--- src/rtl/epochtv1_pkg.sv ---
// Shared types and render-window defaults for the Epoch TV-1 video core.
package epochtv1_pkg;

  localparam logic [8:0] FIRST_ROW_RENDER_DEF = 9'd21;
  localparam logic [8:0] NUM_RENDER_ROWS_DEF  = 9'd222;
  localparam logic [8:0] FIRST_COL_RENDER_DEF = 9'd28;
  localparam logic [8:0] NUM_RENDER_COLS_DEF  = 9'd192;
  localparam logic [8:0] FETCH_LEAD           = 9'd8;

  typedef enum logic [2:0] {
    IDLE,
    MAP,
    CHR,
    LATCH,
    WAIT
  } bgFetchState_e;

  typedef struct packed {
    logic       sel;
    logic [6:0] code;
  } bgmEntry_t;

  function automatic logic [3:0] pickColour(input logic pixBit, input logic sel,
                                            input logic [3:0] fgA, input logic [3:0] fgB,
                                            input logic [3:0] bg);
    if (!pixBit) return bg;
    return sel ? fgB : fgA;
  endfunction

endpackage

--- src/rtl/epochtv1_bg_sreg.sv ---
// Background pattern shift register with per-tile colour select and registered pixel output.
module epochtv1_bg_sreg
  import epochtv1_pkg::*;
(
  input  logic       clk_i,
  input  logic       rst_i,
  input  logic       ce_i,
  input  logic       load_i,
  input  logic [7:0] pattern_i,
  input  logic       sel_i,
  input  logic       shift_i,
  input  logic       bgEn_i,
  input  logic [3:0] fgA_i,
  input  logic [3:0] fgB_i,
  input  logic [3:0] bg_i,
  output logic [3:0] px_o,
  output logic       opq_o
);

  logic [7:0] sreg_q, sreg_d;
  logic       sel_q, sel_d;
  logic [3:0] px_q, px_d;
  logic       opq_q, opq_d;

  // A load on the last pixel of a tile replaces that pixel's shift; the MSB is still emitted.
  always_comb begin
    sreg_d = 8'd0;
    sel_d  = sel_q;
    px_d   = 4'd0;
    opq_d  = 1'b0;
    if (load_i) begin
      sreg_d = pattern_i;
      sel_d  = sel_i;
    end else if (shift_i) begin
      sreg_d = {sreg_q[6:0], 1'b0};
    end
    if (shift_i) begin
      px_d  = pickColour(sreg_q[7], sel_q, fgA_i, fgB_i, bg_i);
      opq_d = sreg_q[7] & bgEn_i;
    end
  end

  always_ff @(posedge clk_i) begin
    if (rst_i) begin
      sreg_q <= 8'd0;
      sel_q  <= 1'b0;
      px_q   <= 4'd0;
      opq_q  <= 1'b0;
    end else if (ce_i) begin
      sreg_q <= sreg_d;
      sel_q  <= sel_d;
      px_q   <= px_d;
      opq_q  <= opq_d;
    end
  end

  assign px_o  = px_q;
  assign opq_o = opq_q;

endmodule

--- src/rtl/epochtv1_bgfetch.sv ---
// Background tile fetcher: reads map and pattern bytes one tile ahead of the beam
// and hands each 8-pixel pattern to the serialiser at the tile boundary.
module epochtv1_bgfetch
  import epochtv1_pkg::*;
#(
  parameter logic [8:0] FIRST_ROW_RENDER = FIRST_ROW_RENDER_DEF,
  parameter logic [8:0] NUM_RENDER_ROWS  = NUM_RENDER_ROWS_DEF,
  parameter logic [8:0] FIRST_COL_RENDER = FIRST_COL_RENDER_DEF,
  parameter logic [8:0] NUM_RENDER_COLS  = NUM_RENDER_COLS_DEF
) (
  input  logic       CLK,
  input  logic       RST,
  input  logic       CE,
  input  logic [8:0] ROW,
  input  logic [8:0] COL,
  input  logic       BG_EN,
  input  logic [3:0] CLR_FG_A,
  input  logic [3:0] CLR_FG_B,
  input  logic [3:0] CLR_BG,
  output logic [8:0] BGM_A,
  input  logic [7:0] BGM_D,
  output logic [9:0] CHR_A,
  input  logic [7:0] CHR_D,
  output logic [3:0] PX,
  output logic       OPQ
);

  localparam logic [8:0] FETCH_START = FIRST_COL_RENDER - FETCH_LEAD;
  localparam logic [8:0] ACTIVE_END  = FIRST_COL_RENDER + NUM_RENDER_COLS;
  localparam logic [8:0] ROW_END     = FIRST_ROW_RENDER + NUM_RENDER_ROWS;
  localparam logic [4:0] LAST_TX     = 5'((NUM_RENDER_COLS >> 3) - 9'd1);

  bgFetchState_e state_q, state_d;
  logic [8:0] bgmAddr_q, bgmAddr_d;
  logic [9:0] chrAddr_q, chrAddr_d;
  logic       mapSel_q, mapSel_d;
  logic [7:0] pendPat_q, pendPat_d;
  logic       pendSel_q, pendSel_d;
  logic       lineOk_q, lineOk_d;
  logic       loadTile;

  logic [8:0] rowRel, colRel;
  logic [3:0] tileY;
  logic [2:0] patRow, phase;
  logic [4:0] tileX;
  logic       renderRow, activeCol, shiftEn, fetchStart;
  bgmEntry_t  bgmWord;

  assign rowRel     = ROW - FIRST_ROW_RENDER;
  assign colRel     = COL - FETCH_START;
  assign tileY      = 4'(rowRel >> 4);
  assign patRow     = 3'(rowRel >> 1);
  assign tileX      = 5'(colRel >> 3);
  assign phase      = colRel[2:0];
  assign renderRow  = (ROW >= FIRST_ROW_RENDER) && (ROW < ROW_END);
  assign activeCol  = (COL >= FIRST_COL_RENDER) && (COL < ACTIVE_END);
  assign fetchStart = (state_q == IDLE) && renderRow && (COL == FETCH_START);
  assign shiftEn    = renderRow && activeCol && lineOk_q;
  assign bgmWord    = BGM_D;

  // Each state's work lands on the CE edge that leaves it, so the ROM data
  // sampled there belongs to the address registered one edge earlier.
  always_comb begin
    state_d   = state_q;
    bgmAddr_d = bgmAddr_q;
    chrAddr_d = chrAddr_q;
    mapSel_d  = mapSel_q;
    pendPat_d = pendPat_q;
    pendSel_d = pendSel_q;
    loadTile  = 1'b0;
    case (state_q)
      IDLE: if (fetchStart) state_d = MAP;
      MAP: begin
        bgmAddr_d = {tileY, tileX};
        state_d   = CHR;
      end
      CHR: begin
        mapSel_d  = bgmWord.sel;
        chrAddr_d = {bgmWord.code, patRow};
        state_d   = LATCH;
      end
      LATCH: begin
        pendPat_d = CHR_D;
        pendSel_d = mapSel_q;
        state_d   = WAIT;
      end
      WAIT: begin
        if (phase == 3'd7) begin
          loadTile = 1'b1;
          state_d  = (tileX < LAST_TX) ? MAP : IDLE;
        end
      end
      default: state_d = IDLE;
    endcase
  end

  // A line only renders if its fetch began cleanly; a mid-line reset blanks the rest of it.
  always_comb begin
    lineOk_d = lineOk_q;
    if (fetchStart) lineOk_d = 1'b1;
    else if (!renderRow || (COL == ACTIVE_END)) lineOk_d = 1'b0;
  end

  always_ff @(posedge CLK) begin
    if (RST) begin
      state_q   <= IDLE;
      bgmAddr_q <= 9'd0;
      chrAddr_q <= 10'd0;
      mapSel_q  <= 1'b0;
      pendPat_q <= 8'd0;
      pendSel_q <= 1'b0;
      lineOk_q  <= 1'b0;
    end else if (CE) begin
      state_q   <= state_d;
      bgmAddr_q <= bgmAddr_d;
      chrAddr_q <= chrAddr_d;
      mapSel_q  <= mapSel_d;
      pendPat_q <= pendPat_d;
      pendSel_q <= pendSel_d;
      lineOk_q  <= lineOk_d;
    end
  end

  assign BGM_A = bgmAddr_q;
  assign CHR_A = chrAddr_q;

  epochtv1_bg_sreg u_sreg (
    .clk_i    (CLK),
    .rst_i    (RST),
    .ce_i     (CE),
    .load_i   (loadTile),
    .pattern_i(pendPat_q),
    .sel_i    (pendSel_q),
    .shift_i  (shiftEn),
    .bgEn_i   (BG_EN),
    .fgA_i    (CLR_FG_A),
    .fgB_i    (CLR_FG_B),
    .bg_i     (CLR_BG),
    .px_o     (PX),
    .opq_o    (OPQ)
  );

endmodule

--- config.mk ---
export PLATFORM = sky130hd
export DESIGN_NAME = epochtv1_bgfetch
export DESIGN_NICKNAME = d
export VERILOG_FILES = /design/src/rtl/epochtv1_pkg.sv /design/src/rtl/epochtv1_bg_sreg.sv /design/src/rtl/epochtv1_bgfetch.sv
export SDC_FILE = /design/constraint.sdc
export NUM_CORES = 1
export LEC_CHECK = 0
export ABC_AREA = 1
export BUFFER_PORTS_ARGS = -buffer_cell sky130_fd_sc_hd__buf_2
export CAP_MARGIN = 15
export CELL_PAD_IN_SITES_DETAIL_PLACEMENT = 0
export CELL_PAD_IN_SITES_GLOBAL_PLACEMENT = 1
export CORE_UTILIZATION = 38
export CTS_CLUSTER_SIZE = 10
export DETAILED_ROUTE_END_ITERATION = 8
export GPL_ROUTABILITY_DRIVEN = 0
export PLACE_DENSITY_LB_ADDON = 0.1
export SETUP_SLACK_MARGIN = 0.4
export SYNTH_ARGS = -nofsm -noshare
export SYNTH_HDL_FRONTEND = slang
export SYNTH_HIERARCHICAL = 1
export SYNTH_SLANG_ARGS = --single-unit
--- constraint.sdc ---
create_clock -name CLK -period 3.4 [get_ports CLK]
set_clock_uncertainty 0.1 [all_clocks]
set_input_delay 0 -clock CLK [delete_from_list [all_inputs] [get_ports CLK]]
set_output_delay 0 -clock CLK [all_outputs]
set_load 0.01 [all_outputs]
==> metrics.yaml, run 1 <==
drt:
  viasPerCell: 4.549
  drt-total-wl_mm: 5.901
  first_pass_iters: 6
  wire_per_inst_um: 10.81
  ant_nets: 0
  via_count: 2484
  drc_errors: 0
  drt_iter0_markers: 96
clock_network:
  clock_sinks: 47
  cts_tree: "yes"
  htreeDepth: 2
  clk_path_buf_depth: 2
  clk_pin_slew_ps: 90
  insertion_delay_ps: 300
  clockRootBuffer: "clkbuf_8"
  postCtsResizedCells: 0
  cts_buffers: 5
synth:
  ys_types: 31
  ys_ff_latch: 47
  yosysTopAreaCell: "dfxtp_1"
  syn-cell-area_mm2: 0.002474
  yosysWarnings: 6
  async_flop_share_pct: 0
  synth.net_count: 418
  ys_seq_area_share_pct: 38.04
  yosys-top-cells-area: "dfxtp_1 (38%), nand2_1 (11%), nor2_1 (11%)"
  synth_most_common_cell: "nand2_1"
  synthDominantCellAreaShare_pct: 38.04
  syn_area_per_cell_um2: 6.814
  synth_edf_count: 0
  yosys_most_used_dff: "dfxtp_1"
  synthTopCellsByCount: "nand2_1 (75), nor2_1 (73), dfxtp_1 (47)"
  synthCells: 363
layout:
  area_growth_syn_to_layout_pct: 35.26
  diodes: 0
  drive_gt1_share_pct: 23.45
  nets: 523
global_route:
  grt-ovfl-total: 0
  antenna_found_initial: 0
  grt_pass1_wl_mm: 9.377
  grt.total_usage_pct: 17.93
  grt_max_degree: 28
  grt_pass1_vias: 2152
floorplan:
  ioPinCount: 74
  fp.dieW_um: 82.68
  row_count: 29
  core_mm2: 0.006314
  start_util_pct: 39.18
  die_y_um: 82.68
  dieArea_mm2: 0.006836
placement:
  preCtsSetupSlack_ps: 1538
  hpwl_mm: 4.063
  port-buffer-count: 73
timing:
  slew_headroom_pct: 48.38
  worst_pin_slew_ps: 773.5
  rsz0062_at_grt: "false"
  finalSetupViolCount: 0
  fmaxAchievable_mhz: 378.0
  final_max_slew_viol_count: 0
  period_share_pct: 77.80
  fin_tns_setup_ps: 0
  hold-worst-slack_ps: 8.697
  fin_ws_ps: 754.7
  finalCriticalPeriod_ps: 2645
  hold_viol: 0
setup_path:
  cp.arrival_ps: 2790
  worstSetupStartpointType: "input pin"
  crit_family: "simple AND/OR/NAND/NOR gates"
  cp_max_fo: 9
  critPathKind: "in2reg"
  cpMostUsedCell: "nor2_1"
  cp_slowest_cell: "dlygate4sd3_1"
  ff2ff_setup_slack_ps: 1120
  crit_chain: "dlygate4sd3_1 > buf_2 > nor2_1 > nand2_1 > nor2_1 > nor2_1 > nand2_2 > nand2_1 > nor2_1 > nand2_2 > nor2_1 > nand2_1 > dlygate4sd3_1 > a21oi_1"
  critPathCaptureType: "register"
  critPathBufInv: 3
  slowest_delay_ps: 550
  critPathRequiredTime_ps: 3540
power_and_ir_drop:
  powerDensity_mw_per_mm2: 430.1
  p_leak_uw: 0.001579
  vdd_drop_max_mv: 0.2481
hold_path:
  min_path_type: "in2reg"
run_status:
  status: "finished, final reports clean"
run:
  drv.max_cap_violation_count: 0
-- cell type report --
class | count | area, um^2
Inverter | 41 | 153.9
Tap cell | 77 | 96.34
Timing Repair Buffer | 108 | 713.2
Clock inverter | 2 | 60.06
Multi-Input combinational cell | 265 | 1309
Clock buffer | 6 | 72.57
Fill cell | 662 | 2968
Sequential cell | 47 | 940.9
-- what timing repair did --
item	CTS	global route
setup buffers	0	0
hold endpoints to repair	28	0
hold buffers	34	0
-- layout by cell type, fill, tap and decap left out, types with 3 or more instances in the layout --
cell	synthesis	routed
dlygate4sd3_1	0	34
dfxtp_1	47	47
ha_1	5	5
nor2_2	4	4
xor2_1	8	8
o21ai_0	12	12
o211ai_1	3	3
nor2_1	73	73
inv_2	12	12
inv_1	28	28
clkbuf_8	0	5
o21ai_1	21	21
nand2_2	5	5
a21oi_1	22	22
nand2_1	75	75
buf_2	2	73
nand3_1	22	22
-- where the power goes --
part	internal [uW]	total [uW]	switching, uW
Sequential	593	628	35.1
Combinational	137	329	192
Clock	294	482	188
-- stage by stage --
| stage | area, um^2 | util [%] | cells | total power [uW] |
|---|---|---|---|---|
| 3_3_place_gp | 2873 | 45.50 | 504 | 945.9 |
| 5_1_grt | 3346 | 52.99 | 546 | 1526 |
| 6_report | 3346 | 52.99 | 546 | 1439 |
| 3_5_place_dp | 2873 | 45.50 | 504 | 945.9 |
| 2_1_floorplan | 2474 | - | 363 | 847.5 |
| 4_1_cts | 3346 | 52.99 | 546 | 1460 |
-- path summary, 6_finish.rpt --
| path | depth (start not counted) | end | startpoint |
|---|---|---|---|
| worst max register to register | 8 | u_sreg/px_o[1] | lineOk_q |
| worst max-delay path | 14 | u_sreg/px_o[1] | ROW[5] |
| worst min-delay path | 4 | CHR_A[0] | ROW[1] |
| worst min register to register | 2 | lineOk_q | lineOk_q |
-- logic make-up after synthesis --
group                    share of synthesized area [%]
AO/OA/AOI/OAI                                    14.42
XOR/XNOR                                         2.833
adder cells (fa/ha/maj)                          2.529
AND/OR/NAND/NOR                                  33.13
flip-flops                                       38.04
buffers and inverters                            9.054
-- worst min-delay path, cell delays in order --
cell and delay, ps:
buf_2 110, inv_1 70, ha_1 130, a21oi_1 50
-- sequential cells by signal, indices dropped and copies added, names as in the netlist --
| register | flops |
|---|---|
| pendPat_q | 8 |
| u_sreg/sreg_q | 8 |
| pendSel_q | 1 |
| u_sreg/sel_q | 1 |
| state_q | 3 |
| mapSel_q | 1 |
| CHR_A | 10 |
| u_sreg/opq_o | 1 |
| lineOk_q | 1 |
| BGM_A | 9 |
| u_sreg/px_o | 4 |
-- routing by layer --
metal | GRT usage [%] | vias up | share of wire, %
met5 | 0 | - | 0
met4 | 6.207 | 0 | 1.3
met3 | 4.176 | 7 | 5.9
met2 | 28.69 | 60 | 42
met1 | 23.48 | 1050 | 51
li1 | - | 1367 | -
Note: power is estimated with default switching activity, not from simulation.
==> inputs of run 2 (changes only) <==
--- a/config.mk
+++ b/config.mk
@@ -10,7 +10,7 @@
 export CAP_MARGIN = 15
 export CELL_PAD_IN_SITES_DETAIL_PLACEMENT = 0
 export CELL_PAD_IN_SITES_GLOBAL_PLACEMENT = 1
-export CORE_UTILIZATION = 38
+export CORE_UTILIZATION = 35
 export CTS_CLUSTER_SIZE = 10
 export DETAILED_ROUTE_END_ITERATION = 8
 export GPL_ROUTABILITY_DRIVEN = 0
==> constraint.sdc (replaced) <==
create_clock -name CLK -period 2.5 [get_ports CLK]
set_clock_uncertainty 0.1 [all_clocks]
set_input_delay 0 -clock CLK [delete_from_list [all_inputs] [get_ports CLK]]
set_output_delay 0 -clock CLK [all_outputs]
set_load 0.01 [all_outputs]
==> run 2 against run 1 <==
Against the previous run: design area up 0.60%; clock power up 1%; register-to-register slack worse by 320 ps; via count up 1.8%; critical path depth down 1; global-route usage down 1.3 points; sequential power up 36%; die area up 8.4%; power up 25%; first-iteration DRC count down 10%; largest cell class unchanged; highest routed layer unchanged.
==> metrics.yaml, run 2 (synthesis results as in run 1) <==
setup_path:
  critPathKind: "in2reg"
  crit_family: "simple AND/OR/NAND/NOR gates"
  slowest_delay_ps: 520  # -30 ps
  critPathCaptureType: "register"
  crit_chain: "dlygate4sd3_1 > buf_2 > nor2_1 > nand2_1 > nor2_2 > nor2_1 > nand2_2 > nand2_1 > nor2_2 > nand2_2 > nor2_1 > nand2_1 > a21oi_1"
  cp.arrival_ps: 2000  # -790 ps
  critPathRequiredTime_ps: 2630  # -910 ps
  reg2reg_to: "CHR_A[8]"
  critPathBufInv: 2  # -1
  worstSetupStartpointType: "input pin"
  r2r_start: "state_q[0]"
  reg2regPathDepth: 6  # -2
  cp_slowest_cell: "dlygate4sd3_1"
  cp_max_fo: 9  # unchanged
  ff2ff_setup_slack_ps: 800  # -320 ps
layout:
  final_cells: 568  # +4.0%
  fillers: 683  # +3.2%
  diodes: 0  # unchanged
  area_growth_syn_to_layout_pct: 36.06
  largest_reg_flops: 10  # unchanged
  layout_common_cells: "nand2_1 (75), buf_2 (73), nor2_1 (72), dfxtp_1 (47), dlygate4sd3_1 (36)"
  layout_commonest_cell: "nand2_1"
  drive_gt1_share_pct: 23.94  # +0.49 points
  final_util_pct: 49.54  # -3.5 points
  nets: 526  # +0.57%
placement:
  hpwl_mm: 4.067  # +0.11%
  dp.cells: 524  # +4.0%
  port-buffer-count: 73  # unchanged
power_and_ir_drop:
  switching_share_pct: 31.91  # +3.0 points
  vdd_drop_max_mv: 0.2671  # +7.6%
  switching_power_uw: 573.6  # +38%
  power.clock.fraction_pct: 27.2  # -6.3 points
  power.share.combinational_pct: 25.4  # +2.5 points
  p_int_uw: 1224  # +20%
  p_seq_share_pct: 47.4  # +3.8 points
  p_leak_uw: 0.001579  # about the same
  powerDensity_mw_per_mm2: 534.2  # +24%
hold_path:
  min_to: "BGM_A[5]"
  hold_depth: 4  # unchanged
  hold_start: "ROW[4]"
  min_path_type: "in2reg"
floorplan:
  fp.dieW_um: 86.07  # +4.1%
  row_count: 30  # +3.4%
  dieArea_mm2: 0.007408  # +8.4%
  ioPinCount: 74  # unchanged
  core_mm2: 0.006794  # +7.6%
  die_y_um: 86.07  # +4.1%
  start_util_pct: 36.41  # -2.8 points
clock_network:
  clockRootBuffer: "clkbuf_8"
  cts_buffers: 5  # unchanged
  clk_path_buf_depth: 2  # unchanged
  post-cts-setup-buffers: 0  # unchanged
  clk_pin_slew_ps: 90  # about the same
  clock_sinks: 47  # unchanged
  cts_tree: "yes"
  htreeDepth: 2  # unchanged
  insertion_delay_ps: 300  # about the same
global_route:
  grt-ovfl-total: 0  # unchanged
  grt_max_degree: 28  # unchanged
  grt.total_usage_pct: 16.63  # -1.3 points
  grt_pass1_wl_mm: 10.03  # +7.0%
  antenna_found_initial: 0  # unchanged
  grt_pass1_vias: 2315  # +7.6%
drt:
  wire_per_inst_um: 10.44  # -3.4%
  drt_iter0_markers: 86  # -10%
  via_count: 2528  # +1.8%
  drc_errors: 0  # unchanged
  ant_nets: 0  # unchanged
  viasPerCell: 4.451  # -2.2%
  drt-total-wl_mm: 5.928  # +0.46%
  first_pass_iters: 4  # -2
timing:
  fin_tns_setup_ps: 0  # unchanged
  slew_headroom_pct: 50.01  # +1.6 points
  hold_viol: 0  # unchanged
  hold-worst-slack_ps: 12.11  # +3.415 ps
  rsz0062_at_grt: "false"
  finalSetupViolCount: 0  # unchanged
  period_share_pct: 74.73
  fmaxAchievable_mhz: 535.3
  finalCriticalPeriod_ps: 1868
  worst_pin_slew_ps: 749.1  # -24.42 ps
  final_max_slew_viol_count: 0  # unchanged
run:
  drv.max_cap_violation_count: 0  # unchanged
run_status:
  status: "finished, final reports clean"
[run 2: metrics by stage]
step	setup WS [ps]	area, um^2	total power (uW)
final	631.8	3366	1798
after global routing	485.6	3366	1922
after CTS	470.0	3363	1829
after detailed placement	669.9	2904	1286
after global placement	701.4	2904	1288
after floorplan	1163	2474	1153
[run 2: what timing repair did]
action                     in CTS  in global routing
gates resized for setup         0                  1
hold endpoints to repair       27                  0
hold buffers                   36                  0
setup endpoints to repair       0                  8
[run 2: worst max path at each step]
stage / startpoint / to / cells after the start
floorplan: state_q[2] / u_sreg/sreg_q[2] / 7
global placement: ROW[1] / u_sreg/px_o[3] / 13
detailed placement: ROW[1] / u_sreg/px_o[2] / 13
CTS: ROW[5] / u_sreg/px_o[0] / 13
global route: ROW[5] / u_sreg/px_o[0] / 13
finish: ROW[5] / u_sreg/px_o[0] / 13
[run 2: per-layer routing]
layer  GRT usage, %  wire, um  vias up
met5              0         0        -
met4          4.545        57        0
met3          3.465       274        5
met2          25.97      2447       62
met1          23.16      3148     1086
li1               -         -     1375
[run 2: tightest hold or removal path, stage by stage]
cell     delay (ps)
buf_2           140
xor2_1           80
o21ai_1         110
inv_1            40
[run 2: power groups by stage]
stage,logic [uW],registers (uW),clock network [uW]
floorplan,271,882,0
global placement,419,869,0
detailed placement,418,869,0
CTS,459,852,518
global route,515,862,545
finish,457,852,489
[run 2: final cells by class]
class | count | area, um^2 | share of cell area (%)
Tap cell | 96 | 120.1 | 3.569
Timing Repair Buffer | 111 | 740.7 | 22.01
Sequential cell | 47 | 940.9 | 27.96
Clock inverter | 2 | 16.27 | 0.4833
Multi-Input combinational cell | 265 | 1311 | 38.96
Inverter | 41 | 153.9 | 4.572
Clock buffer | 6 | 82.58 | 2.454
==> inputs of run 3 (changes only) <==
--- a/config.mk
+++ b/config.mk
@@ -5,12 +5,12 @@
 export SDC_FILE = /design/constraint.sdc
 export NUM_CORES = 1
 export LEC_CHECK = 0
-export ABC_AREA = 1
+export ABC_AREA = 0
 export BUFFER_PORTS_ARGS = -buffer_cell sky130_fd_sc_hd__buf_2
 export CAP_MARGIN = 15
 export CELL_PAD_IN_SITES_DETAIL_PLACEMENT = 0
 export CELL_PAD_IN_SITES_GLOBAL_PLACEMENT = 1
-export CORE_UTILIZATION = 35
+export CORE_UTILIZATION = 33
 export CTS_CLUSTER_SIZE = 10
 export DETAILED_ROUTE_END_ITERATION = 8
 export GPL_ROUTABILITY_DRIVEN = 0
==> constraint.sdc (replaced) <==
create_clock -name CLK -period 1.69 [get_ports CLK]
set_clock_uncertainty 0.1 [all_clocks]
set_input_delay 0 -clock CLK [delete_from_list [all_inputs] [get_ports CLK]]
set_output_delay 0 -clock CLK [all_outputs]
set_load 0.01 [all_outputs]
==> run 3 against run 2 <==
Against the previous run: global-route usage rose by 1.2 points; largest power group unchanged; combinational power down 31%; worst setup slack worse by 380 ps.
==> metrics.yaml, run 3 <==
run_status:
  status: "finished, final reports clean"
synth:
  yosysTopAreaCell: "dfxtp_1"
  synth_edf_count: 0  # unchanged
  yosysWarnings: 6  # unchanged
  synth.net_count: 346  # -17%
  synthDominantCellAreaShare_pct: 39.85  # +1.8 points
  ys_seq_area_share_pct: 39.85  # +1.8 points
  synth_most_common_cell: "nand2_1"
  ys_types: 46  # +48%
  yosys-top-cells-area: "dfxtp_1 (40%), nand2_1 (9.4%), a21oi_1 (6.4%)"
  yosys_most_used_dff: "dfxtp_1"
  syn_area_per_cell_um2: 8.113  # +19%
  synthCells: 291  # -20%
  syn-cell-area_mm2: 0.002361  # -4.6%
  async_flop_share_pct: 0  # unchanged
  ys_ff_latch: 47  # unchanged
  synthTopCellsByCount: "nand2_1 (59), dfxtp_1 (47), a21oi_1 (30)"
timing:
  fmaxAchievable_mhz: 697.2
  fin_ws_ps: 255.7  # -376.2 ps
  worst_pin_slew_ps: 357.1  # -392.0 ps
  final_max_slew_viol_count: 0  # unchanged
  hold_viol: 0  # unchanged
  rsz0062_at_grt: "true"
  slew_headroom_pct: 76.20  # +26 points
  finalSetupViolCount: 0  # unchanged
  finalCriticalPeriod_ps: 1434
  period_share_pct: 84.87
power_and_ir_drop:
  power.clock.fraction_pct: 34.2  # +7.0 points
  switching_share_pct: 25.79  # -6.1 points
  p_int_uw: 1614  # +32%
  powerDensity_mw_per_mm2: 587.3  # +10%
  vdd_drop_max_mv: 0.2875  # +7.7%
  switching_power_uw: 561.1  # -2.2%
  p_leak_uw: 0.001478  # -6.4%
  p_seq_share_pct: 51.2  # +3.8 points
  power.share.combinational_pct: 14.6  # -11 points
setup_path:
  critPathRequiredTime_ps: 1840  # -790 ps
  cp_slowest_cell: "dfxtp_2"
  worstSetupStartpointType: "register"
  critPathCaptureType: "register"
  critPathKind: "reg2reg"
  cp_max_fo: 5  # -4
  reg2regPathDepth: 7  # +1
  ff2ff_setup_slack_ps: 260  # -540 ps
  crit_chain: "nor2b_1 > o21ai_1 > nor3_2 > buf_4 > and3_4 > nand2_1 > a21oi_1"
  cp.arrival_ps: 1580  # -420 ps
  slowest_delay_ps: 330  # -190 ps
layout:
  nets: 466  # -11%
  final_util_pct: 53.92  # +4.4 points
  layout_commonest_cell: "buf_2"
  layout_common_cells: "buf_2 (74), dfxtp_1 (43), nand2_1 (35), dlygate4sd3_1 (33), nor2_1 (24)"
  final_cells: 508  # -11%
  largest_reg_flops: 10  # unchanged
  area_growth_syn_to_layout_pct: 56.86
  diodes: 0  # unchanged
  drive_gt1_share_pct: 44.42  # +20 points
global_route:
  grt.total_usage_pct: 17.84  # +1.2 points
  grt_max_degree: 35  # +25%
  antenna_found_initial: 0  # unchanged
  grt_pass1_wl_mm: 10.58  # +5.5%
  grt_pass1_vias: 2262  # -2.3%
  grt-ovfl-total: 0  # unchanged
floorplan:
  row_count: 30  # unchanged
  start_util_pct: 34.37  # -2.0 points
  ioPinCount: 74  # unchanged
  core_mm2: 0.006869  # +1.1%
  fp.dieW_um: 86.59  # +0.60%
  die_y_um: 86.59  # +0.60%
  dieArea_mm2: 0.007497  # +1.2%
clock_network:
  insertion_delay_ps: 310  # about the same
  clockRootBuffer: "clkbuf_8"
  clk_path_buf_depth: 2  # unchanged
  cts_tree: "yes"
  cts_buffers: 5  # unchanged
  clock_sinks: 47  # unchanged
  htreeDepth: 2  # unchanged
  clk_pin_slew_ps: 100  # about the same
run:
  drv.max_cap_violation_count: 0  # unchanged
drt:
  drc_errors: 0  # unchanged
  ant_nets: 0  # unchanged
  first_pass_iters: 4  # unchanged
  viasPerCell: 4.815  # +8.2%
  drt-total-wl_mm: 6.509  # +9.8%
  via_count: 2446  # -3.2%
  drt_iter0_markers: 78  # -9.3%
  wire_per_inst_um: 12.81  # +23%
placement:
  preCtsSetupSlack_ps: -19.66  # -689.6 ps
  port-buffer-count: 73  # unchanged
  dp.cells: 452  # -14%
  hpwl_mm: 3.920  # -3.6%
hold_path:
  hold_depth: 4  # unchanged
  min_path_type: "in2reg"
## run 3: cell count changes after synthesis, sizes merged, moves of 8 or more
cell	before	now
inv	40	6
nand3	23	3
nand2	81	59
clkbuf	1	9
nor2	77	29
o21ai	33	6
## run 3: power groups by stage
stage	clock network [uW]	logic (uW)	registers, uW
after CTS	772	301	1120
after global routing	813	349	1120
after global placement	0	235	1140
after floorplan	0	128	1140
after detailed placement	0	235	1140
final	745	317	1110
## run 3: layer usage
metal,wire length [um],GRT usage (%),part of all wire [%]
met2,2993,29.80,46
met4,62,4.545,0.95
met1,3147,23.60,48
met5,0,0,0
met3,307,3.524,4.7
## run 3: cell families (layout without fill, tap and decap cells)
logic type               after synthesis  after routing  synth area share (%)
AO/OA/AOI/OAI                         69             69                 18.55
adder cells (fa/ha/maj)                5              5                 2.650
flip-flops                            47             47                 39.85
multiplexers                           8              8                 3.604
buffers and inverters                 23            140                 5.883
XOR/XNOR                               8              8                 2.968
AND/OR/NAND/NOR                      131            135                 26.50
## run 3: critical path: cells and delay by family, from the launching register on
| kind | cells | cell delay (ps) |
|---|---|---|
| and+or+nand+nor | 4 | 560 |
| buffers and inverters | 1 | 180 |
| AOI/OAI and AO/OA | 2 | 210 |
| DFF | 1 | 330 |
## run 3: path summary, 6_finish.rpt
kind,from,endpoint
worst max-delay path,lineOk_q,u_sreg/px_o[3]
worst min-delay path,CLR_FG_B[3],u_sreg/px_o[3]
worst max register to register,lineOk_q,u_sreg/px_o[3]
worst min register to register,CHR_A[1],CHR_A[1]
## run 3: layout make-up
type                       instances  area (um^2)
fill                             677         3166
clock inverter                     2        13.76
tap                               96        120.1
inverter                           6        22.52
timing repair buffer             126        913.4
clock buffer                       6        82.58
multi-input combinational        225         1598
sequential                        47        953.4
## run 3: stage by stage
stage	cell area, um^2	setup TNS (ps)	total power (uW)	hold WS, ps
after floorplan	2465	0	1272	-27.86
after global placement	2887	0	1380	129.3
after detailed placement	2887	-67.91	1379	138.8
after CTS	3476	0	2189	0.6012
after global routing	3704	0	2277	40.16
final	3704	0	2175	11.65
## run 3: what timing repair did
item	CTS	global route
endpoints found under the hold margin	31	0
endpoints found under the setup margin	47	47
hold buffers	33	0
resized for setup	31	48
gates cloned	5	2
pin swaps	39	33
buffers inserted	4	4
